<file path="src/rtl/usr_pkg.sv">
// Shared definitions for the universal shift engine: operation codes and FSM state encoding.
package usr_pkg;

    // Operation codes carried on i_mode and latched at command accept.
    typedef enum logic [2:0] {
        USR_NOP  = 3'b000,
        USR_LOAD = 3'b001,
        USR_SHL  = 3'b010,
        USR_SHR  = 3'b011,
        USR_SAR  = 3'b100,
        USR_ROL  = 3'b101,
        USR_ROR  = 3'b110,
        USR_SIN  = 3'b111
    } usr_mode_e;

    // Command FSM states.
    typedef enum logic [1:0] {
        ST_IDLE = 2'b00,
        ST_RUN  = 2'b01,
        ST_DONE = 2'b10
    } usr_state_e;

endpackage

</file>
<file path="src/rtl/usr_step_unit.sv">
// Combinational step of the shift engine: shifts one word by k positions (0..STEP)
// in the requested mode. With USR_SOUT_EN defined it also reports the last bit
// that left the word during this step.
module usr_step_unit
    import usr_pkg::*;
#(
    parameter int N    = 8,
    parameter int STEP = 1,
    parameter int KW   = $clog2(STEP + 1)
) (
    input  logic [N-1:0]  word_i,
    input  logic [KW-1:0] k_i,
    input  usr_mode_e     mode_i,
    input  logic          sin_i,
`ifdef USR_SOUT_EN
    output logic          sout_o,
`endif
    output logic [N-1:0]  word_o
);

    // Single-position move of a word for the given mode.
    function automatic logic [N-1:0] shift1(input logic [N-1:0] w, input usr_mode_e m,
                                            input logic s);
        logic [N-1:0] r;
        r = w;
        case (m)
            USR_SHL: r = {w[N-2:0], 1'b0};
            USR_SHR: r = {1'b0, w[N-1:1]};
            USR_SAR: r = {w[N-1], w[N-1:1]};
            USR_ROL: r = {w[N-2:0], w[N-1]};
            USR_ROR: r = {w[0], w[N-1:1]};
            USR_SIN: r = {w[N-2:0], s};
            default: r = w;
        endcase
        return r;
    endfunction

`ifdef USR_SOUT_EN
    // Bit that leaves the word during a single-position move.
    function automatic logic out1(input logic [N-1:0] w, input usr_mode_e m);
        logic b;
        b = 1'b0;
        case (m)
            USR_SHL, USR_ROL, USR_SIN: b = w[N-1];
            USR_SHR, USR_SAR, USR_ROR: b = w[0];
            default:                   b = 1'b0;
        endcase
        return b;
    endfunction
`endif

    logic [N-1:0] word_s;
`ifdef USR_SOUT_EN
    logic         sout_s;
`endif

    // Chain of STEP single-position moves, the first k of which are applied.
    always_comb begin
        word_s = word_i;
`ifdef USR_SOUT_EN
        sout_s = 1'b0;
`endif
        for (int j = 0; j < STEP; j++) begin
            if (j < int'(k_i)) begin
`ifdef USR_SOUT_EN
                sout_s = out1(word_s, mode_i);
`endif
                word_s = shift1(word_s, mode_i, sin_i);
            end else begin
                word_s = word_s;
            end
        end
    end

    assign word_o = word_s;
`ifdef USR_SOUT_EN
    assign sout_o = sout_s;
`endif

endmodule

</file>
<file path="src/rtl/universal_shift_engine.sv">
// Universal shift engine: N-bit register with load, shift, rotate and serial-in
// operations by a programmable amount, STEP positions per RUN cycle, driven by a
// start/busy/done handshake. Optional feature macro: USR_SOUT_EN (adds o_sout).
module universal_shift_engine
    import usr_pkg::*;
#(
    parameter int N    = 8,
    parameter int STEP = 1
) (
    input  logic               i_clk,
    input  logic               i_rst,
    input  logic               i_start,
    input  logic [2:0]         i_mode,
    input  logic [$clog2(N):0] i_amt,
    input  logic [N-1:0]       i_d,
    input  logic               i_sin,
    output logic [N-1:0]       o_q,
    output logic               o_busy,
`ifdef USR_SOUT_EN
    output logic               o_sout,
`endif
    output logic               o_done
);

    localparam int AW = $clog2(N) + 1;
    localparam int KW = $clog2(STEP + 1);

    usr_state_e    state_q, state_d;
    usr_mode_e     mode_q, mode_d;
    logic [AW-1:0] rem_q, rem_d;
    logic [N-1:0]  q_q, q_d;
`ifdef USR_SOUT_EN
    logic          sout_q, sout_d;
    logic          step_sout_s;
`endif

    logic [KW-1:0] k_s;
    logic [N-1:0]  step_word_s;
    logic [AW-1:0] amt_mod_s;
    logic [AW-1:0] rem_left_s;

    // Rotations wrap after N positions, so only the residue needs to run.
    assign amt_mod_s  = i_amt % AW'(N);
    assign rem_left_s = rem_q - AW'(k_s);

    // Positions moved this RUN cycle: one in serial-in mode, else min(STEP, rem).
    always_comb begin
        k_s = KW'(1);
        if (mode_q == USR_SIN) begin
            k_s = KW'(1);
        end else if (rem_q < AW'(STEP)) begin
            k_s = KW'(rem_q);
        end else begin
            k_s = KW'(STEP);
        end
    end

    usr_step_unit #(
        .N    (N),
        .STEP (STEP),
        .KW   (KW)
    ) u_step (
        .word_i (q_q),
        .k_i    (k_s),
        .mode_i (mode_q),
        .sin_i  (i_sin),
`ifdef USR_SOUT_EN
        .sout_o (step_sout_s),
`endif
        .word_o (step_word_s)
    );

    // Next-state logic: command accept in IDLE/DONE, stepping in RUN.
    always_comb begin
        state_d = state_q;
        mode_d  = mode_q;
        rem_d   = rem_q;
        q_d     = q_q;
`ifdef USR_SOUT_EN
        sout_d  = sout_q;
`endif
        case (state_q)
            ST_IDLE, ST_DONE: begin
                if (i_start) begin
                    mode_d = usr_mode_e'(i_mode);
                    rem_d  = AW'(0);
                    case (usr_mode_e'(i_mode))
                        USR_NOP: begin
                            state_d = ST_DONE;
                        end
                        USR_LOAD: begin
                            q_d     = i_d;
                            state_d = ST_DONE;
                        end
                        USR_ROL, USR_ROR: begin
                            if (amt_mod_s == AW'(0)) begin
                                state_d = ST_DONE;
                            end else begin
                                rem_d   = amt_mod_s;
                                state_d = ST_RUN;
                            end
                        end
                        default: begin
                            if (i_amt == AW'(0)) begin
                                state_d = ST_DONE;
                            end else begin
                                rem_d   = i_amt;
                                state_d = ST_RUN;
                            end
                        end
                    endcase
                end else begin
                    state_d = ST_IDLE;
                end
            end
            ST_RUN: begin
                q_d    = step_word_s;
                rem_d  = rem_left_s;
`ifdef USR_SOUT_EN
                sout_d = step_sout_s;
`endif
                if (rem_left_s == AW'(0)) begin
                    state_d = ST_DONE;
                end else begin
                    state_d = ST_RUN;
                end
            end
            default: begin
                state_d = ST_IDLE;
                rem_d   = AW'(0);
            end
        endcase
    end

    // State, mode, remaining count and data registers with synchronous reset.
    always_ff @(posedge i_clk) begin
        if (i_rst) begin
            state_q <= ST_IDLE;
            mode_q  <= USR_NOP;
            rem_q   <= AW'(0);
            q_q     <= N'(0);
`ifdef USR_SOUT_EN
            sout_q  <= 1'b0;
`endif
        end else begin
            state_q <= state_d;
            mode_q  <= mode_d;
            rem_q   <= rem_d;
            q_q     <= q_d;
`ifdef USR_SOUT_EN
            sout_q  <= sout_d;
`endif
        end
    end

    assign o_q    = q_q;
    assign o_busy = (state_q == ST_RUN);
    assign o_done = (state_q == ST_DONE);
`ifdef USR_SOUT_EN
    assign o_sout = sout_q;
`endif

endmodule

</file>
<file path="config.mk">
export PLATFORM = sky130hd
export DESIGN_NAME = universal_shift_engine
export DESIGN_NICKNAME = d
export VERILOG_FILES = /design/src/rtl/usr_pkg.sv /design/src/rtl/usr_step_unit.sv /design/src/rtl/universal_shift_engine.sv
export SDC_FILE = /design/constraint.sdc
export NUM_CORES = 1
export LEC_CHECK = 0
export ABC_AREA = 0
export BUFFER_PORTS_ARGS = -buffer_cell sky130_fd_sc_hd__buf_2
export CORE_ASPECT_RATIO = 1.5
export CORE_UTILIZATION = 34
export CTS_CLUSTER_SIZE = 40
export DETAILED_ROUTE_END_ITERATION = 8
export PLACE_DENSITY = 0.6
export SLEW_MARGIN = 20
export SYNTH_ARGS = -nofsm -noshare
export SYNTH_HDL_FRONTEND = slang
export SYNTH_SLANG_ARGS = --single-unit
</file>
<file path="constraint.sdc">
create_clock -name i_clk -period 2.8 [get_ports i_clk]
set_clock_uncertainty 0.05 [all_clocks]
set_input_delay 0.42 -clock i_clk [delete_from_list [all_inputs] [get_ports i_clk]]
set_output_delay 0.42 -clock i_clk [all_outputs]
set_load 0.02 [all_outputs]
</file>
==> results of run 1 <==
## cells in the mapped netlist (2+ instances only)
master / number
nor3b_1: 2
nand2b_1: 2
a21oi_1: 11
nor2b_1: 6
o22ai_1: 2
a31oi_1: 7
nor2_1: 16
nand2_1: 4
ha_1: 2
inv_1: 4
xnor2_1: 2
mux2i_1: 5
a22o_2: 6
buf_2: 2
nand3_1: 4
o21ai_0: 7
nand3b_1: 5
dfxtp_1: 17
## routing by layer
layer / vias up / GRT usage / share of wire
met5: - / 0 / 0
met4: 0 / 0.0667 / 0.015
met3: 4 / 0.0245 / 0.045
met2: 34 / 0.313 / 0.51
met1: 529 / 0.169 / 0.43
li1: 552 / - / -
## flip-flops by register name, indices dropped and copies added, names as in the netlist
signal	cells
rem_q	4
state_q	2
mode_q	3
o_q	8
## power groups by stage
stage	logic [W]	registers, W	clock network [W]
final	0.000223	0.000287	0.000177
after global routing	0.000250	0.000290	0.000193
after detailed placement	0.000223	0.000292	0
after floorplan	0.000188	0.000285	0
after CTS	0.000224	0.000287	0.000184
after global placement	0.000219	0.000291	0
## worst min path at each step
stage,to,startpoint,cells after the start
after floorplan,rem_q[3],rem_q[3],1
after global placement,o_q[7],o_q[7],2
after detailed placement,o_q[7],o_q[7],2
after CTS,mode_q[2],i_mode[2],3
after global routing,rem_q[2],i_amt[2],3
final,mode_q[2],i_mode[2],3
## worst max-delay path: cells and delay by family, from the launching register on
| family | cells | cell delay (ps) |
|---|---|---|
| AND/OR/NAND/NOR | 3 | 870 |
| adder cells (fa/ha/maj) | 2 | 500 |
| AO/OA/AOI/OAI | 3 | 410 |
| flip-flops | 1 | 320 |
## cells by family after synthesis
| group | Yosys count | synth area share |
|---|---|---|
| buffers and inverters | 13 | 0.106 |
| and+or+nand+nor | 50 | 0.250 |
| xor gates and xnor gates | 2 | 0.0149 |
| AOI/OAI and AO/OA | 45 | 0.267 |
| muxes | 6 | 0.0521 |
| adders and majority gates | 2 | 0.0213 |
| DFF | 17 | 0.289 |
## area by class of cell
| class | instances | area share |
|---|---|---|
| flip-flops and latches | 17 | 0.260 |
| inverters | 4 | 0.0115 |
| multi-input cells | 105 | 0.543 |
| clock buffers | 4 | 0.0344 |
| repair buffers | 29 | 0.113 |
| well taps | 40 | 0.0382 |
## through the flow
step	utilization	instance area, um^2	worst slack [ps]	hold WS (ps)
finish	0.407	1310	545	416
global route	0.407	1310	405	444
CTS	0.407	1310	546	416
detailed placement	0.393	1260	564	458
global placement	0.393	1260	611	456
floorplan	-	1180	700	464
==> impl_metrics.ini, run 1 <==
[sta]
tightest_slew_ps = 685
max_freq_ghz = 0.444
rsz0062_at_grt = no
finalMaxSlewViolations = 0
slew_headroom = 0.541
timing.final.crit_period_ps = 2250
period_share = 0.805
finalHoldViolCount = 0
setup-tns-final_ps = 0
setup_violations = 0

[setup_path]
cpPeakStageDelay_ps = 560
reg2reg_from = rem_q[0]
crit_fanout = 4
critPathKind = reg2reg
cp-start-kind = flop
critPathRequiredTime_ps = 2880
cpMostUsedCell = ha_1
crit_arrival_ps = 2340
worstPathCellList = or4_4, a21o_2, ha_1, ha_1, nand2_1, nor3_1, a21o_1, a21oi_1
worst_r2r_path_depth = 8
crit_end = state_q[0]
r2r_setup_slack_ps = 550
worstReg2RegEnd = state_q[0]
crit_start = rem_q[0]
end_kind = flop
cp_slowest_cell = or4_4

[global_route]
overflow = 0
antenna_found_initial = 0
grt_pass1_vias = 1083
track_usage = 0.161
grt_max_degree = 12
grt_pass1_wl_mm = 4.65

[clock_tree]
cts_buffers = 3
post_cts_buffers = 0
cts_root_buffer = clkbuf_8
h-tree-depth = 1
cts.sinks = 17
clock_latency_ps = 250
cts_resized = 0
cts_tree = yes
path_clk_slew_ps = 60
clk_path_buf_depth = 2
hold_buffers = 0

[pwr]
p_per_area_nw_per_um2 = 525
pwr-share-seq = 0.418
leakage_nw = 0.555
switchingPower_w = 0.000222
ir_worst_vdd_uv = 254
sw_frac_of_total = 0.323
power.share.clock = 0.258
power_frac_comb = 0.325
p_int_w = 0.000466
total_power_w = 0.000688

[final_layout]
layout_commonest_cell = buf_2
drive_above_1_share = 0.296
syn_to_final_growth_pct = 11.3
multi_input_area_um2 = 712
finalNetCount = 181
finalNonFillerCells = 199
regArea_um2 = 340
fillers = 341
final_cell_mix = buf_2, dfxtp_1, nor2_1
antenna_cells = 0

[logic_synthesis]
synthTopCellsByArea = dfxtp_1, a22o_2, nor2_1
synth_warnings = 0
ys.flop_type = dfxtp_1
postSynthCellCount = 135
syn_area_um2 = 1180
synth_edf_count = 0
ys_ff_latch = 17
synth_top_area_frac = 0.289
syn_area_per_cell_um2 = 8.72
synth_cell_types = 49
ys_async_sr_fraction = 0
syn-num-nets = 156
yosysTopAreaCell = dfxtp_1
ys_seq_area_frac = 0.289

[floorplan]
fp.dieArea_um2 = 3710
placementRows = 25
io_pins = 29
initial_core_util = 0.365
die-width_um = 50.0
fp.dieH_um = 74.1
core_um2 = 3220

[placement]
place.gp.congestion = 0.766
numPortBuffers = 28
hpwlAfterDp_mm = 2.12
placedCellCount = 195

[drt]
drc = 0
wl_per_cell_um = 13.8
viasPerCell = 5.62
wl_mm = 2.74
dr.pass1.iters = 4
via_count = 1119
drtAntennaViolNets = 0
drtIter0Drc = 30

[worst_hold_path]
hp-class = in2reg

[status]
status = completed

[flow_run]
cap_viol_max_count = 0
Note: power is estimated with default switching activity, not from simulation.
==> run 2, diff against run 1 <==
ABC_AREA = 1   (was 0)
PLACE_DENSITY = 0.62   (was 0.6)
clock period = 1.88 ns   (was 2.8 ns; I/O delays follow)
==> run 2 against run 1 <==
Global-route usage increased by 0.36 points; routed wire length rose by 0.58%; area after synthesis decreased by 1.3%; largest cell class unchanged; via count up 9.3%.
==> impl_metrics.ini, run 2 <==
[global_route]
track_usage = 0.165
overflow = 0
grt_pass1_wl_mm = 4.68
antenna_found_initial = 0
grt_pass1_vias = 1118
grt_max_degree = 15

[setup_path]
worst_r2r_path_depth = 6
worstReg2RegEnd = rem_q[1]
end_kind = flop
reg2reg_from = rem_q[1]
cpMostUsedCell = ha_1
cpPeakStageDelay_ps = 330
crit_end = rem_q[1]
cp_slowest_cell = dfxtp_1
crit_arrival_ps = 1800
critPathKind = reg2reg
cp-start-kind = flop
critPathRequiredTime_ps = 2010
crit_start = rem_q[1]
worstPathCellList = nor2_2, nand3_1, ha_1, ha_1, or2_2, a31oi_1
r2r_setup_slack_ps = 200
crit_fanout = 4

[sta]
tightest_slew_ps = 433
slew_headroom = 0.711
finalHoldViolCount = 0
max_freq_ghz = 0.597
whs_ps = 175
setup-tns-final_ps = 0
finalMaxSlewViolations = 0
setup_violations = 0
timing.final.crit_period_ps = 1680
period_share = 0.891
rsz0062_at_grt = no

[logic_synthesis]
ys_ff_latch = 17
synth_top_area_frac = 0.293
ys_seq_area_frac = 0.293
ys.flop_type = dfxtp_1
synth_common_cells = nand2_1, nand3_1, nor2_1
syn_area_per_cell_um2 = 6.09
postSynthCellCount = 191
synth_most_common_cell = nand2_1
synth_warnings = 0
yosysTopAreaCell = dfxtp_1
synth_edf_count = 0
synthTopCellsByArea = dfxtp_1, nand2_1, nand3_1
syn-num-nets = 212
syn_area_um2 = 1160
synth_cell_types = 20
ys_async_sr_fraction = 0

[final_layout]
layout_commonest_cell = nand2_1
syn_to_final_growth_pct = 17.5
largest_reg_flops = 8
drive_above_1_share = 0.218
post-route-util = 0.428
finalNetCount = 242
antenna_cells = 0
final_cell_mix = nand2_1, nand3_1, buf_2

[placement]
hpwlAfterDp_mm = 2.14
place.gp.congestion = 0.797
numPortBuffers = 28

[pwr]
leakage_nw = 0.682
power.share.clock = 0.248
power_frac_comb = 0.349
sw_frac_of_total = 0.367
p_int_w = 0.000699
pwr-share-seq = 0.403
switchingPower_w = 0.000405
p_per_area_nw_per_um2 = 808
ir_worst_vdd_uv = 484

[clock_tree]
cts.sinks = 17
clock_latency_ps = 250
hold_buffers = 0
h-tree-depth = 1
post_cts_buffers = 0
clk_path_buf_depth = 2
path_clk_slew_ps = 70
cts_buffers = 3
cts_tree = yes
cts_root_buffer = clkbuf_8

[floorplan]
fp.dieH_um = 73.6
io_pins = 29
fp.dieArea_um2 = 3660
core_um2 = 3190
initial_core_util = 0.364
placementRows = 25
die-width_um = 49.7

[drt]
viasPerCell = 4.70
via_count = 1223
drtIter0Drc = 22
wl_per_cell_um = 10.6
drtAntennaViolNets = 0
drc = 0
dr.pass1.iters = 6
wl_mm = 2.76

[worst_hold_path]
hp-class = in2reg

[status]
status = completed

[flow_run]
cap_viol_max_count = 0
-- run 2: cell count changes in the layout (fill, tap and decap cells not counted), sizes merged, moves of 3 or more --
cell / previous run / this run
nand2: 4 / 50
nand3: 4 / 29
inv: 4 / 25
nor2: 16 / 27
a22o: 7 / 0
or2: 1 / 8
nor2b: 6 / 0
mux2i: 5 / 0
nand3b: 5 / 0
a21oi: 11 / 15
a31oi: 7 / 3
nand2b: 3 / 0
-- run 2: final cells by class --
class	instances	area, um^2
multi-input cells	145	689
repair buffers	29	148
inverters	25	93.8
well taps	40	50.0
clock buffers	4	45.0
fillers	378	1820
flip-flops and latches	17	340
-- run 2: worst min-delay path by stage --
| stage | start | end | slack, ps | cells after the start |
|---|---|---|---|---|
| after floorplan | i_rst | state_q[0] | 300 | 1 |
| after global placement | i_rst | state_q[0] | 440 | 2 |
| after detailed placement | i_rst | state_q[1] | 440 | 2 |
| after CTS | i_rst | state_q[0] | 170 | 2 |
| after global routing | i_rst | rem_q[3] | 170 | 2 |
| final | i_rst | state_q[0] | 180 | 2 |
-- run 2: metrics by stage --
stage          area, um^2  setup slack [ps]  total power [W]  std cells
2_1_floorplan        1160               270         0.000747        191
6_report             1370               205          0.00110        260
5_1_grt              1370              64.2          0.00119        260
3_5_place_dp         1320               166         0.000840        256
4_1_cts              1360               140          0.00112        260
3_3_place_gp         1320               210         0.000837        256
-- run 2: layer usage --
metal  global-route usage  routed length [um]  up-vias  part of all wire
met5                    0                   0        -                 0
met4               0.0476                  17        0            0.0062
met3               0.0290                 109        2             0.040
met2                0.312                1390       25              0.50
met1                0.184                1240      524              0.45
li1                     -                   -      672                 -
-- run 2: critical path, delay by kind of cell (launching register included) --
family | cells | cell delay (ps)
adders and majority gates | 2 | 510
AOI/OAI and AO/OA | 1 | 160
DFF | 1 | 330
and+or+nand+nor | 3 | 560
-- run 2: what timing repair did --
| action | in CTS | in global routing |
|---|---|---|
| gates resized for setup | 0 | 1 |
| setup endpoints to repair | 0 | 1 |
| endpoints found under the hold margin | 0 | 0 |
-- run 2: power groups by stage --
stage               sequential, W  combinational [W]  clock (W)
floorplan                0.000467           0.000280          0
global placement         0.000452           0.000385          0
detailed placement       0.000452           0.000388          0
CTS                      0.000444           0.000390   0.000286
global route             0.000452           0.000443   0.000299
finish                   0.000445           0.000386   0.000274
-- run 2: cell families (layout without fill, tap and decap cells) --
logic type / count (synthesis) / in the layout / synth area share
and+or+nand+nor: 117 / 117 / 0.448
buffers and inverters: 29 / 58 / 0.116
AOI/OAI and AO/OA: 25 / 25 / 0.114
DFF: 17 / 17 / 0.293
adders and majority gates: 2 / 2 / 0.0215
xor gates and xnor gates: 1 / 1 / 0.00754
